[config.mk]
export PLATFORM = sky130hd
export DESIGN_NAME = multicycle_controller
export DESIGN_NICKNAME = d
export VERILOG_FILES = /design/src/rtl/multicycle_controller.sv
export SDC_FILE = /design/constraint.sdc
export NUM_CORES = 1
export LEC_CHECK = 0
export ABC_AREA = 1
export CORE_ASPECT_RATIO = 1.4
export CORE_MARGIN = 8
export CORE_UTILIZATION = 29
export CTS_CLUSTER_DIAMETER = 80
export DETAILED_ROUTE_END_ITERATION = 12
export PLACE_DENSITY_LB_ADDON = 0.2
export RECOVER_POWER = 100
export REMOVE_ABC_BUFFERS = 1
export SYNTH_ARGS = -nofsm -noshare
export SYNTH_HDL_FRONTEND = slang
export SYNTH_SLANG_ARGS = --single-unit
[constraint.sdc]
create_clock -name clk -period 2 [get_ports clk]
set_clock_uncertainty 0.2 [all_clocks]
set_input_delay 0.3 -clock clk [delete_from_list [all_inputs] [get_ports clk]]
set_output_delay 0.3 -clock clk [all_outputs]
set_load 0.02 [all_outputs]
[src/rtl/multicycle_controller.sv]
`default_nettype none
// ============================================================================
// Module   : multicycle_controller
// Brief    : RV32I multi-cycle sequencer (FETCH/DECODE/EXECUTE/MEM/WB/HALT);
//            owns PC and IR. Optional macro RETIRE_COUNTER_EN adds instret.
// Revision : 1.0 - initial release
// ============================================================================
module multicycle_controller #(
    parameter int              XLEN     = 32,
    parameter logic [XLEN-1:0] RESET_PC = XLEN'(32'h0000_0000)
) (
    input  logic            clk,
    input  logic            rst_n,
    output logic            imem_req,
    output logic [XLEN-1:0] imem_addr,
    input  logic            imem_ready,
    input  logic [31:0]     imem_rdata,
    output logic [31:0]     instr,
    input  logic            is_load,
    input  logic            is_store,
    input  logic            has_rd,
    input  logic [4:0]      rd,
    input  logic            illegal,
    input  logic            take_branch,
    input  logic [XLEN-1:0] target,
    output logic            dmem_req,
    output logic            dmem_we,
    input  logic            dmem_ready,
    output logic            rf_we,
    output logic [XLEN-1:0] pc,
    output logic            retire,
    output logic            halted,
    output logic [2:0]      state_o
`ifdef RETIRE_COUNTER_EN
    ,
    output logic [63:0]     instret
`endif
);

    localparam logic [31:0] c_NOP = 32'h0000_0013;

    typedef enum logic [2:0] {
        ST_FETCH   = 3'd0,
        ST_DECODE  = 3'd1,
        ST_EXECUTE = 3'd2,
        ST_MEM     = 3'd3,
        ST_WB      = 3'd4,
        ST_HALT    = 3'd5
    } state_t;

    state_t          r_state;
    state_t          w_next;
    logic [XLEN-1:0] r_pc;
    logic [31:0]     r_instr;
    logic            w_imem_req;
    logic            w_dmem_req;
    logic            w_dmem_we;
    logic            w_rf_we;
    logic            w_retire;
    logic            w_misaligned;

    assign w_misaligned = take_branch && (target[1:0] != 2'b00);

    always_comb begin
        w_next     = r_state;
        w_imem_req = 1'b0;
        w_dmem_req = 1'b0;
        w_dmem_we  = 1'b0;
        w_rf_we    = 1'b0;
        w_retire   = 1'b0;
        case (r_state)
            ST_FETCH: begin
                w_imem_req = 1'b1;
                if (imem_ready) w_next = ST_DECODE;
            end
            ST_DECODE: begin
                w_next = illegal ? ST_HALT : ST_EXECUTE;
            end
            ST_EXECUTE: begin
                w_next = (is_load || is_store) ? ST_MEM : ST_WB;
            end
            ST_MEM: begin
                w_dmem_req = 1'b1;
                w_dmem_we  = is_store;
                if (dmem_ready) w_next = ST_WB;
            end
            ST_WB: begin
                // A misaligned redirect stops the core without committing anything.
                if (w_misaligned) begin
                    w_next = ST_HALT;
                end else begin
                    w_rf_we  = has_rd && (rd != 5'd0);
                    w_retire = 1'b1;
                    w_next   = ST_FETCH;
                end
            end
            ST_HALT: begin
                w_next = ST_HALT;
            end
            default: begin
                w_next = ST_HALT;
            end
        endcase
    end

    always_ff @(posedge clk) begin
        if (!rst_n) begin
            r_state <= ST_FETCH;
            r_pc    <= RESET_PC;
            r_instr <= c_NOP;
        end else begin
            r_state <= w_next;
            if ((r_state == ST_FETCH) && imem_ready) begin
                r_instr <= imem_rdata;
            end
            if ((r_state == ST_WB) && !w_misaligned) begin
                r_pc <= take_branch ? target : (r_pc + XLEN'(4));
            end
        end
    end

`ifdef RETIRE_COUNTER_EN
    logic [63:0] r_instret;

    always_ff @(posedge clk) begin
        if (!rst_n) begin
            r_instret <= 64'd0;
        end else if (w_retire) begin
            r_instret <= r_instret + 64'd1;
        end
    end

    assign instret = r_instret;
`endif

    // Strobes are forced low combinationally while reset is held.
    assign imem_req  = rst_n & w_imem_req;
    assign dmem_req  = rst_n & w_dmem_req;
    assign dmem_we   = rst_n & w_dmem_we;
    assign rf_we     = rst_n & w_rf_we;
    assign retire    = rst_n & w_retire;
    assign halted    = rst_n & (r_state == ST_HALT);
    assign imem_addr = r_pc;
    assign pc        = r_pc;
    assign instr     = r_instr;
    assign state_o   = r_state;

endmodule
`default_nettype wire

# Yosys cells after proc, flatten, opt, wreduce, memory -nomap -nowiden
# Index checks and enable logic that the tools add are counted.
# op_classes
mux	14
n_bitwise	6
reduce_logical	10
n_addsub	1
eq_ne	7
# op_table
op	n
adder 32 x 3 -> 32 bit (second input constant)	1
two-way mux 32 bit	1
two-way mux 3 bit	5
case mux 3 bit (5 select lines)	1
two-way mux 1 bit	7
AND 1 bit	6
== test 3 x 2 -> 1 bit (second input constant)	2
== test 3 bit (second input constant)	2
nonzero test 5 bit	1
logical AND 1 bit	4
inequality test 2 bit (second input constant)	2
== test 3 x 1 -> 1 bit (second input constant)	1
logical NOT 3 bit	1
AND reduction 2 bit	1
nonzero test 2 bit	1
logical NOT 1 bit	1
logical OR 1 bit	1
# word_totals
ff_bits	67
inputBits	78
output_inout_bits	105
word_cells	41

# Logic depth before layout (Yosys ltp)
# logic_depth
depth_word	5
mapped_depth	11
mapped_depth_nobuf	10

# Worst setup path after synthesis
# Ideal clock, no wire load.
# synth_timing
path_kind	reg2out
from	register r_state[2], in the netlist state_o[2]
to	output rf_we
setup_slack_ps	-167
arrival_time_ps	1667
n_path_buf	0
path_stages_with_launch	7
required_time_ps	1500
cell_sequence	dfxtp_1 -> inv_2 -> nor2_4 -> nand2_4 -> nor2_2 -> nand2_1 -> a21oi_1
# synth_via
elab_chain_cells	3
# synth_lines
item	line	source
from (decl)	51	state_t r_state;
from (signal assigned)	112	r_state <= w_next;
== test 3 bit	71	case (r_state)
two-way mux 1 bit	71	
AND 1 bit	140	assign rf_we = rst_n & w_rf_we;
to (decl)	29	output logic rf_we,
# No other way between the ends.

# Final worst setup path
# layout_timing
from	register r_pc[19], in the netlist imem_addr[19]
to	output imem_addr[19]
# layout_rtl
item	line	source
from (decl)	53	logic [XLEN-1:0] r_pc;
from (signal assigned)	117	r_pc <= take_branch ? target : (r_pc + XLEN'(4));
to (decl)	15	output logic [XLEN-1:0] imem_addr,
# No word-level cell between the ends.

==> summary.md <==
| Metric | Value |
|---|---|
| Diodes inserted | 0 |
| Result of the run | finished clean |
| Power density over the cells | 903 mW/mm^2 |
| Top cells by count, synth | sky130_fd_sc_hd__nand2_1, sky130_fd_sc_hd__nor2_1, sky130_fd_sc_hd__dfxtp_1 |
| Metal-1 WL | 5290 microns |
| Fraction of the yosys area taken by sequential cells | 0.343 |
| Endpoint of the worst hold path | imem_addr[0] |
| Avg Synthesized Cell Area | 6.28 sq um |
| Category of the worst setup path capture point | output port |
| Syn Std Cell Area | 0.00391 sq mm |
| DP Cell Count | 967 |
| Slowest stage delay, CP | 670 ps |
| Sequential group share of total power | 0.322 |
| Worst relative slew slack | 0.696 |
| Reg2Reg Capture Point | instr[6] |
| Final WL | 14,100 microns |
| RSZ-0062 raised after global routing | true |
| Drt wl/cell | 14.4 microns |
| Overall via count from detail_route | 4,458 |
| Clock buffers created by TritonCTS | 9 |
| Max-Cap Viols | 0 |
| Post-detailed-placement half-perimeter wirelength | 11,100 microns |
| I/O pin cnt | 183 |
| Die H | 153 microns |
| Count of endpoints failing setup in the final report | 0 |
| Final Worst Setup Slack | 24.8 ps |
| Number of global-route vias before repair | 4,648 |
| Sinks on Clock Net | 67 |
| Portion of synthesized cell area occupied by the leading cell type | 0.343 |
| Start-to-end type of the worst setup path | register to output port |
| P_int | 3.48 mW |
| Prevailing post-synth register cell | sky130_fd_sc_hd__dfxtp_1 |
| DRT antenna net count | 0 |
| First-pass iteration count of the detailed router | 4 |
| Die area | 0.0175 sq mm |
| Launch instance of the worst min-delay path | imem_addr[0] |
| DR top layer | met4 |
| Top cell type by total area after synthesis | sky130_fd_sc_hd__dfxtp_1 |
| Number of design-rule violations left by the first detailed-router iteration | 110 |
| Post-placement worst setup slack | -584 ps |
| Reg2reg path depth | 11 |
| Post-Route Utilization | 0.457 |
| Placement-stage cell area | 0.00589 sq mm |
| Per-cell via count in the routed design | 4.53 |
| Synth unique cells | 32 |
| Slack of the worst reg-to-reg path | 130 ps |
| Number of synthesis warnings | 0 |
| Proportion of total power due to net switching | 0.364 |
| Main area contributors after synthesis | sky130_fd_sc_hd__dfxtp_1, sky130_fd_sc_hd__nand2_1, sky130_fd_sc_hd__nor2_1 |
| Worst hold path class | register to register |
| Critical path required time | 1500 ps |
| Achievable clock frequency | 506 MHz |
| Min Tclk post-route | 1980 ps |
| Worst setup SP type | register |
| Portion of the clock cycle consumed by the worst path in the final layout | 0.988 |
| Die width | 114 microns |
| Clock latency at the later pin of the worst-skew pair | 330 ps |
| Clock share of power | 0.292 |
| Total congestion overflow | 0 |
| Highest fanout seen on the critical path | 7 |
| Final Instance Area | 0.00606 sq mm |
| Final Hold Slack | 261 ps |
| Logic pwr share | 0.386 |
| IR drop worst, VDD | 0.000503 V |
| Starting utilization of the core area | 0.295 |
| Count of buffer and inverter cells on the critical path | 1 |
| Non-Filler Instances | 984 |
| Post-layout net count | 876 |
| Total global-route track usage | 0.162 |
| Most used standard cell by instance count after synthesis | sky130_fd_sc_hd__nand2_1 |
| Post-synthesis async set-or-reset flop share | 0 |
| Placer Congestion | 0.872 |
| Slew Limit Fails | 0 |
| Worst hold path cell count | 2 |
| Cell chosen for the clock root | sky130_fd_sc_hd__clkbuf_16 |
| Core ar. | 0.0133 sq mm |
| Final hold violation count | 0 |
| Ratio of cells with drive above 1 in the final layout | 0.112 |
| Placement row count | 50 |
| Worst-margin pin slew | 456 ps |
| Data arrival time of the critical path | 1480 ps |
| Buffer depth of the longest clock path | 2 |
| WL met2 | 6850 microns |
| First-pass GRT wire length | 22,900 microns |
| Clock tree from TritonCTS | yes |
| Remaining routing DRC violations | 0 |
| List of cells traversed by the critical path | clkdlybuf4s50_1 |
| Pin count of the biggest net entering global routing | 49 |
| Number of port buffers | 182 |
| Synth-to-layout area growth | 54.8% |
| Cell family with most CP delay | buffers and inverters |
| Library cell contributing the largest single delay on the critical path | sky130_fd_sc_hd__clkdlybuf4s50_1 |
| Leakage Power | 2.47 nW |
| Total Power | 5.47 mW |
| Clock-pin slew on the worst setup and hold paths | 60 ps |
| Switching pwr | 1.99 mW |
| Number of enable flip-flop cells after synthesis | 0 |
| CTS H-tree lvls | 3 |
| Number of flip-flops and latches in the synthesized netlist | 67 |
| Startpoint of the worst register-to-register path | state_o[0] |
| Detailed-routed wire length on met3 | 1640 microns |
| Antenna violations before repair | 0 |
| Post-Synthesis Cells | 623 |
| Accumulated negative setup slack | 0 ps |
==> area by class of cell <==
cell class | instances | area [sq um]
timing repair buffer | 218 | 1950
clock inverter | 5 | 52.6
tap | 182 | 228
multi-input combinational | 461 | 2090
sequential | 67 | 1340
clock buffer | 11 | 243
inverter | 40 | 150
fill | 1411 | 7200
==> per-layer routing <==
metal / GRT usage / vias to the layer above
met5: 0 / -
met4: 0.0579 / 0
met3: 0.0828 / 20
met2: 0.287 / 171
met1: 0.156 / 1985
li1: - / 2282
==> worst max-delay path by stage <==
stage | endpoint | from | depth (start not counted) | slack, ps
2_1_floorplan | rf_we | state_o[2] | 6 | -350
3_5_place_dp | rf_we | target[0] | 8 | -580
4_1_cts | imem_addr[21] | imem_addr[21] | 1 | 4
6_report | imem_addr[19] | imem_addr[19] | 1 | 20
3_3_place_gp | rf_we | target[0] | 8 | -570
5_1_grt | rf_we | state_o[1] | 9 | -40
==> registers in the layout (all words and copies together) (netlist names) <==
register and flops:
state_o 3, imem_addr 32, instr 32
==> layout by cell type, fill, tap and decap left out, types with 2 or more instances in the layout <==
| cell | count |
|---|---|
| sky130_fd_sc_hd__a21oi_1 | 21 |
| sky130_fd_sc_hd__a31oi_1 | 2 |
| sky130_fd_sc_hd__buf_4 | 26 |
| sky130_fd_sc_hd__buf_6 | 4 |
| sky130_fd_sc_hd__clkbuf_1 | 23 |
| sky130_fd_sc_hd__clkbuf_16 | 9 |
| sky130_fd_sc_hd__clkbuf_2 | 7 |
| sky130_fd_sc_hd__clkbuf_8 | 2 |
| sky130_fd_sc_hd__clkdlybuf4s50_1 | 114 |
| sky130_fd_sc_hd__clkinv_2 | 3 |
| sky130_fd_sc_hd__dfxtp_1 | 65 |
| sky130_fd_sc_hd__dfxtp_2 | 2 |
| sky130_fd_sc_hd__dlygate4sd2_1 | 4 |
| sky130_fd_sc_hd__dlygate4sd3_1 | 38 |
| sky130_fd_sc_hd__inv_1 | 34 |
| sky130_fd_sc_hd__inv_2 | 6 |
| sky130_fd_sc_hd__nand2_1 | 160 |
| sky130_fd_sc_hd__nand2_2 | 4 |
| sky130_fd_sc_hd__nand2_4 | 2 |
| sky130_fd_sc_hd__nand3_1 | 46 |
| sky130_fd_sc_hd__nand3_2 | 3 |
| sky130_fd_sc_hd__nor2_1 | 143 |
| sky130_fd_sc_hd__nor2_2 | 9 |
| sky130_fd_sc_hd__nor2_4 | 5 |
| sky130_fd_sc_hd__nor3_1 | 6 |
| sky130_fd_sc_hd__o211ai_1 | 2 |
| sky130_fd_sc_hd__o21ai_0 | 39 |
| sky130_fd_sc_hd__o31ai_1 | 2 |
| sky130_fd_sc_hd__xnor2_1 | 4 |
| sky130_fd_sc_hd__xor2_1 | 2 |
==> power by group through the flow <==
stage | Sequential [mW] | Combinational [mW] | Clock [mW]
5_1_grt | 1.80 | 2.32 | 1.68
3_3_place_gp | 1.78 | 2.19 | 0
6_report | 1.76 | 2.11 | 1.60
2_1_floorplan | 2.15 | 0.655 | 0
3_5_place_dp | 1.79 | 2.21 | 0
4_1_cts | 1.77 | 2.22 | 1.63
==> logic make-up (layout without fill, tap and decap cells) <==
group,after synthesis,count (layout),synth area share
AND/OR/NAND/NOR,383,383,0.417
buffers and inverters,95,274,0.128
AO/OA/AOI/OAI,71,71,0.0953
flip-flops,67,67,0.343
XOR/XNOR,6,6,0.0134
adder cells (fa/ha/maj),1,1,0.00320
==> timing repair <==
action / CTS / global route
endpoints found under the setup margin: 8 / 74
pin swaps: 2 / 1
hold buffers: 0 / 0
gates resized for setup: 36 / 35
setup buffers: 0 / 1
No activity file was read; power rests on OpenSTA's default activity.
